## src/rtl/initiator_node_pkg.sv

```systemverilog
`default_nettype none
// ==== initiator_node_pkg : shared FSM state types and bus widths (rev 1.0) ====
package initiator_node_pkg;

    localparam int ADDR_W = 16;
    localparam int DATA_W = 8;

    typedef enum logic [1:0] {
        INI_IDLE,
        INI_WR,
        INI_RD,
        INI_DONE
    } ini_state_t;

    typedef enum logic [2:0] {
        PRT_IDLE,
        PRT_REQ,
        PRT_ADDR,
        PRT_WDATA,
        PRT_RWAIT,
        PRT_ACKWAIT
    } prt_state_t;

endpackage
`default_nettype wire

```

## src/rtl/initiator_node_init_port.sv

```systemverilog
`default_nettype none
// ==== initiator_node_init_port : serial bus serializer/deserializer front-end (rev 1.0) ====
module initiator_node_init_port
    import initiator_node_pkg::*;
(
    input  logic              clk,
    input  logic              rst_n,
    input  logic              i_init_req,
    input  logic              i_init_rw,
    input  logic [ADDR_W-1:0] i_init_addr,
    input  logic [DATA_W-1:0] i_init_wdata,
    input  logic              i_grant,
    input  logic              i_data_in,
    input  logic              i_data_in_valid,
    input  logic              i_target_ack,
    input  logic              i_target_split,
    output logic              o_arbiter_req,
    output logic              o_data_out,
    output logic              o_data_out_valid,
    output logic              o_mode,
    output logic              o_init_ack,
    output logic              o_init_data_in_valid,
    output logic [DATA_W-1:0] o_init_data_in
);

    prt_state_t        r_state;
    prt_state_t        w_next;
    logic [ADDR_W-1:0] r_addr;
    logic [DATA_W-1:0] r_wdata;
    logic              r_rw;
    logic [3:0]        r_cnt;
    logic [DATA_W-1:0] r_sh;
    logic              w_ack_window;

    always_ff @(posedge clk or negedge rst_n) begin
        if (!rst_n) begin
            r_state <= PRT_IDLE;
            r_addr  <= '0;
            r_wdata <= '0;
            r_rw    <= 1'b0;
            r_cnt   <= '0;
            r_sh    <= '0;
        end else begin
            r_state <= w_next;
            if (r_state == PRT_IDLE && i_init_req) begin
                r_addr  <= i_init_addr;
                r_wdata <= i_init_wdata;
                r_rw    <= i_init_rw;
                r_sh    <= '0;
            end
            if (r_state == PRT_ADDR || r_state == PRT_WDATA)
                r_cnt <= r_cnt + 4'd1;
            else
                r_cnt <= '0;
            // LSB arrives first, so new bits enter at the top and walk down
            if (r_state == PRT_RWAIT && i_data_in_valid)
                r_sh <= {i_data_in, r_sh[DATA_W-1:1]};
        end
    end

    always_comb begin
        w_next           = r_state;
        o_data_out       = 1'b0;
        o_data_out_valid = 1'b0;
        o_mode           = 1'b0;
        case (r_state)
            PRT_IDLE: begin
                if (i_init_req)
                    w_next = PRT_REQ;
            end
            PRT_REQ: begin
                if (i_grant)
                    w_next = PRT_ADDR;
            end
            PRT_ADDR: begin
                o_data_out_valid = 1'b1;
                o_data_out       = r_addr[r_cnt];
                if (r_cnt == 4'd15)
                    w_next = r_rw ? PRT_WDATA : PRT_RWAIT;
            end
            PRT_WDATA: begin
                o_mode           = 1'b1;
                o_data_out_valid = 1'b1;
                o_data_out       = r_wdata[r_cnt[2:0]];
                if (r_cnt[2:0] == 3'd7)
                    w_next = PRT_ACKWAIT;
            end
            PRT_RWAIT: begin
                o_mode = 1'b1;
                // a split only means "response deferred": keep waiting for the ack
                if (i_target_ack)
                    w_next = PRT_IDLE;
                else if (i_target_split)
                    w_next = PRT_RWAIT;
            end
            PRT_ACKWAIT: begin
                o_mode = 1'b1;
                if (i_target_ack)
                    w_next = PRT_IDLE;
            end
            default: w_next = PRT_IDLE;
        endcase
    end

    assign w_ack_window         = (r_state == PRT_RWAIT) || (r_state == PRT_ACKWAIT);
    assign o_arbiter_req        = (r_state != PRT_IDLE);
    assign o_init_ack           = i_target_ack & w_ack_window;
    assign o_init_data_in_valid = o_init_ack & ~r_rw;
    assign o_init_data_in       = r_sh;

endmodule
`default_nettype wire

```

## src/rtl/initiator_node_initiator.sv

```systemverilog
`default_nettype none
// ==== initiator_node_initiator : fixed write-then-read transaction sequencer (rev 1.0) ====
module initiator_node_initiator
    import initiator_node_pkg::*;
#(
    parameter logic [ADDR_W-1:0] WRITE_ADDR    = 16'h0012,
    parameter logic [ADDR_W-1:0] READ_ADDR     = 16'h0034,
    parameter logic [DATA_W-1:0] MEM_INIT_DATA = 8'h3C
) (
    input  logic              clk,
    input  logic              rst_n,
    input  logic              i_trigger,
    input  logic              i_ack,
    input  logic              i_data_in_valid,
    input  logic [DATA_W-1:0] i_data_in,
    output logic              o_req,
    output logic              o_rw,
    output logic [ADDR_W-1:0] o_addr,
    output logic [DATA_W-1:0] o_wdata,
    output logic              o_ready,
    output logic              o_done,
    output logic [DATA_W-1:0] o_read_data
);

    ini_state_t r_state;
    ini_state_t w_next;
    logic       w_rd_ack;

    assign w_rd_ack = (r_state == INI_RD) && i_ack && i_data_in_valid;

    always_ff @(posedge clk or negedge rst_n) begin
        if (!rst_n) begin
            r_state     <= INI_IDLE;
            o_read_data <= '0;
        end else begin
            r_state <= w_next;
            if (w_rd_ack)
                o_read_data <= i_data_in;
        end
    end

    always_comb begin
        w_next = r_state;
        o_req  = 1'b0;
        o_rw   = 1'b0;
        case (r_state)
            INI_IDLE, INI_DONE: begin
                if (i_trigger)
                    w_next = INI_WR;
            end
            INI_WR: begin
                o_req = 1'b1;
                o_rw  = 1'b1;
                if (i_ack)
                    w_next = INI_RD;
            end
            INI_RD: begin
                o_req = 1'b1;
                if (w_rd_ack)
                    w_next = INI_DONE;
            end
            default: w_next = INI_IDLE;
        endcase
    end

    assign o_addr  = (r_state == INI_RD) ? READ_ADDR : WRITE_ADDR;
    assign o_wdata = MEM_INIT_DATA;
    assign o_ready = o_req;
    assign o_done  = (r_state == INI_DONE);

endmodule
`default_nettype wire

```

## src/rtl/initiator_node.sv

```systemverilog
`default_nettype none
// ==== initiator_node : transaction sequencer plus serial bus front-end (rev 1.0) ====
module initiator_node
    import initiator_node_pkg::*;
#(
    parameter logic [ADDR_W-1:0] WRITE_ADDR    = 16'h0012,
    parameter logic [ADDR_W-1:0] READ_ADDR     = 16'h0034,
    parameter logic [DATA_W-1:0] MEM_INIT_DATA = 8'h3C
) (
    input  logic              clk,
    input  logic              rst_n,
    input  logic              trigger,
    input  logic              arbiter_grant,
    output logic              arbiter_req,
    output logic              bus_data_out,
    output logic              bus_data_out_valid,
    output logic              bus_mode,
    output logic              bus_init_ready,
    output logic              bus_init_rw,
    input  logic              bus_data_in,
    input  logic              bus_data_in_valid,
    input  logic              target_ack,
    input  logic              target_split,
    output logic              done,
    output logic [DATA_W-1:0] read_data_value
);

    logic              w_init_req;
    logic              w_init_rw;
    logic [ADDR_W-1:0] w_init_addr;
    logic [DATA_W-1:0] w_init_wdata;
    logic              w_init_ready;
    logic              w_init_ack;
    logic              w_init_data_in_valid;
    logic [DATA_W-1:0] w_init_data_in;

    initiator_node_initiator #(
        .WRITE_ADDR    (WRITE_ADDR),
        .READ_ADDR     (READ_ADDR),
        .MEM_INIT_DATA (MEM_INIT_DATA)
    ) u_initiator (
        .clk             (clk),
        .rst_n           (rst_n),
        .i_trigger       (trigger),
        .i_ack           (w_init_ack),
        .i_data_in_valid (w_init_data_in_valid),
        .i_data_in       (w_init_data_in),
        .o_req           (w_init_req),
        .o_rw            (w_init_rw),
        .o_addr          (w_init_addr),
        .o_wdata         (w_init_wdata),
        .o_ready         (w_init_ready),
        .o_done          (done),
        .o_read_data     (read_data_value)
    );

    initiator_node_init_port u_init_port (
        .clk                  (clk),
        .rst_n                (rst_n),
        .i_init_req           (w_init_req),
        .i_init_rw            (w_init_rw),
        .i_init_addr          (w_init_addr),
        .i_init_wdata         (w_init_wdata),
        .i_grant              (arbiter_grant),
        .i_data_in            (bus_data_in),
        .i_data_in_valid      (bus_data_in_valid),
        .i_target_ack         (target_ack),
        .i_target_split       (target_split),
        .o_arbiter_req        (arbiter_req),
        .o_data_out           (bus_data_out),
        .o_data_out_valid     (bus_data_out_valid),
        .o_mode               (bus_mode),
        .o_init_ack           (w_init_ack),
        .o_init_data_in_valid (w_init_data_in_valid),
        .o_init_data_in       (w_init_data_in)
    );

    assign bus_init_ready = w_init_ready;
    assign bus_init_rw    = w_init_rw;

endmodule
`default_nettype wire

```

## config.mk

```make
export PLATFORM = sky130hd
export DESIGN_NAME = initiator_node
export DESIGN_NICKNAME = d
export VERILOG_FILES = /design/src/rtl/initiator_node_pkg.sv /design/src/rtl/initiator_node_init_port.sv /design/src/rtl/initiator_node_initiator.sv /design/src/rtl/initiator_node.sv
export SDC_FILE = /design/constraint.sdc
export NUM_CORES = 1
export LEC_CHECK = 0
export BUFFER_PORTS_ARGS = -buffer_cell sky130_fd_sc_hd__clkbuf_2
export CORE_UTILIZATION = 37
export DETAILED_ROUTE_END_ITERATION = 8
export PLACE_DENSITY_LB_ADDON = 0.08
export SLEW_MARGIN = 10
export SYNTH_ARGS = -nofsm -noshare
export SYNTH_HDL_FRONTEND = slang
export SYNTH_SLANG_ARGS = --single-unit
```

## constraint.sdc

```tcl
create_clock -name clk -period 2.55 [get_ports clk]
set_clock_uncertainty 0.2 [all_clocks]
set_input_delay 0.1275 -clock clk [delete_from_list [all_inputs] [get_ports clk]]
set_output_delay 0.1275 -clock clk [all_outputs]
set_load 0.01 [all_outputs]
```

==> run metrics <==
status finished, final reports clean; fin util 0.461; synthesized area 1400 um^2; grt ovf 0; overall routing resource usage 0.148; Die W 63.6 um; vias in the first global route 932; Post-Synth Simple-Gate Area 0.127; Wirelength per Cell 13.5 um; fillcell total 366; DR iter-0 viols 31; Mapped Avg Cell Area 12.0 um^2; normalized max-slew margin 0.508; WP data arrival 1.81 ns; library cells used by synthesis 36; most frequent cells in the layout 29 x dfrtp_1, 22 x clkbuf_2, 12 x mux2_2; compound-cell area share of the yosys netlist 0.135; Hold WS 0.110 ns; clock sink count 29; first-pass GRT wire length 4450 um; pwr dens 1080 nW/um^2; startpoint types flop; post_cts resized 0; Worst EP required 2.22 ns; ANT nets after route 0; CTS Buf Count 5; worst-margin pin slew 0.737 ns; fin crit period 2.14 ns; crit path capture type output port; Rows 22; Final Hold Fails 0; synthesized instance count 117; post-detail-place hpwl 1820 um; Clk network pwr share 0.268; Synth warnings 0; Hold/Removal Path Class in2reg; mux contribution to synthesized area 0.125; non-filler cells, final 193; CTS Root Buffer Type clkbuf_8; Int Pwr 1170 uW; Slew Viols, Final 0; sequential share of the synthesized area 0.517; Synth Area in Adders 0.0535; RSZ-0062 raised after global routing false; CP max FO 10; CTS tree yes; Placed Instances 183; 1st-pass router iterations 4; Via-to-Cell Ratio 4.99; max cap viols 0; most common cell after layout, fill and taps aside dfrtp_1; setup TNS 0 ns; Flop pwr share 0.362; H-tree Lvls 2; Routed WL 2600 um; Tcrit/Tclk final 0.837; ratio of cells with drive above 1 in the final layout 0.338; largest family of logic cells by synthesized area compound AO/OA/AOI/OAI gates; FF+latch count, synth 29; Starting Density 0.383; IO Pins 23; Worst-Skew Late Latency 0.28 ns; Pleak 0.000843 uW; area grow syn2layout 20.3%; Syn Nets 131; Core ar. 3660 um^2; Seq. cell area 726 um^2; DIE HEIGHT 63.6 um; Post-Synth XOR/XNOR Area 0.00624; P_sw 653 uW; routability congestion estimate 0.772; DRC viols 0; critical path class reg2out; Max VDD drop 574 uV; Antenna Cells 0; via count 964; Final setup viols 0; nets@finish 158; largest net degree at the start of global routing 30; Sw Ratio 0.358; clock tree buffer depth 2; Combinational Power Share 0.371; number of port buffers 22; Die ar. 4040 um^2; initial antenna violation count 0; clock slew at reported path FFs 0.06 ns; Max Clk Rate 468 MHz; area of the multi-input gates 627 um^2
[layer usage]
metal	share of wire	GRT usage	up-vias
met5	0	0	-
met1	0.52	0.205	470
met4	0.011	0.0597	0
met2	0.43	0.209	20
li1	-	-	471
met3	0.043	0.0489	3
[cell usage after synthesis]
cell type	number	area, um^2
a2111oi_2	1	15.0
nand3_1	5	25.0
o211ai_1	1	7.51
a221oi_1	1	8.76
a221o_1	1	10.0
mux2_2	12	135
xor2_1	1	8.76
a21o_1	1	7.51
inv_1	7	26.3
nand2b_2	1	8.76
o21ai_0	4	20.0
nor2b_4	1	13.8
nand2_1	4	15.0
nor2_1	5	18.8
clkbuf_1	1	3.75
a22oi_1	1	7.51
a32oi_1	1	8.76
a21oi_1	3	15.0
nand3b_1	1	7.51
mux2i_1	4	40.0
nand2b_1	2	12.5
and2_1	2	12.5
and3_1	2	12.5
nand4_4	1	21.3
or3_1	1	6.26
ha_1	6	75.1
inv_2	1	3.75
or2_2	1	6.26
nor2b_1	2	12.5
dfrtp_1	29	726
a22o_1	8	70.1
buf_2	2	10.0
o21ai_2	1	8.76
nor2_2	1	6.26
o32a_1	1	10.0
buf_4	1	7.51
[stage by stage]
stage	area (um^2)	power [uW]	worst slack [ns]
2_1_floorplan	1400	1170	0.704
3_3_place_gp	1550	1340	0.610
3_5_place_dp	1550	1350	0.559
4_1_cts	1690	1860	0.378
5_1_grt	1690	1950	0.283
6_report	1690	1820	0.415
[cell type report]
type | instances | area share
Sequential cell | 29 | 0.430
Inverter | 8 | 0.0178
Timing Repair Buffer | 24 | 0.0770
Clock inverter | 1 | 0.0178
Clock buffer | 7 | 0.0511
Multi-Input combinational cell | 76 | 0.371
Tap cell | 48 | 0.0356
[worst max-delay path, stage by stage, from the launching register on]
cell       delay, ns
dfrtp_1         0.59
nand2b_2        0.15
a2111oi_2       0.34
a22oi_1         0.11
a21oi_1         0.18
clkbuf_2        0.15
[state kept, by name, indices dropped and copies added (netlist names)]
register,flops
u_init_port.r_rw,1
u_init_port.r_cnt,4
u_init_port.o_init_data_in,8
u_init_port.r_state,3
u_initiator.r_state,2
u_init_port.r_addr,3
u_initiator.o_read_data,8
[power by group through the flow]
stage               Sequential, uW  Combinational, uW  Clock, uW
floorplan                      600                571          0
global placement               666                675          0
detailed placement             668                677          0
CTS                            659                687        510
global route                   675                742        528
finish                         659                676        488
[repair_timing]
action | in CTS | in global routing
setup endpoints to repair | 0 | 0
hold buffers | 2 | 0
buffers inserted | 0 | 0
endpoints found under the hold margin | 30 | 0
[kinds of logic (layout without fill, tap and decap cells)]
group,Yosys count,after routing
flops,29,29
simple gates,29,29
compound gates,24,24
mux,16,16
buf+inv,12,40
fa+ha+maj,6,6
xor+xnor,1,1
[final timing paths]
path                                             start                          to  slack (ns)  cells past startpoint
worst max-delay path            u_init_port.r_state[1]                bus_data_out        0.41                      5
worst min-delay path                           trigger      u_initiator.r_state[0]        0.11                      4
worst max register to register  u_initiator.r_state[0]      u_init_port.r_state[1]        0.55                      6
worst min register to register   u_init_port.r_addr[4]       u_init_port.r_addr[4]        0.30                      1
max in group asynchronous                        rst_n  u_initiator.o_read_data[3]        1.44                      2
min in group asynchronous                        rst_n       u_init_port.r_addr[1]        0.25                      2
Power figures use the tool's default switching activity.
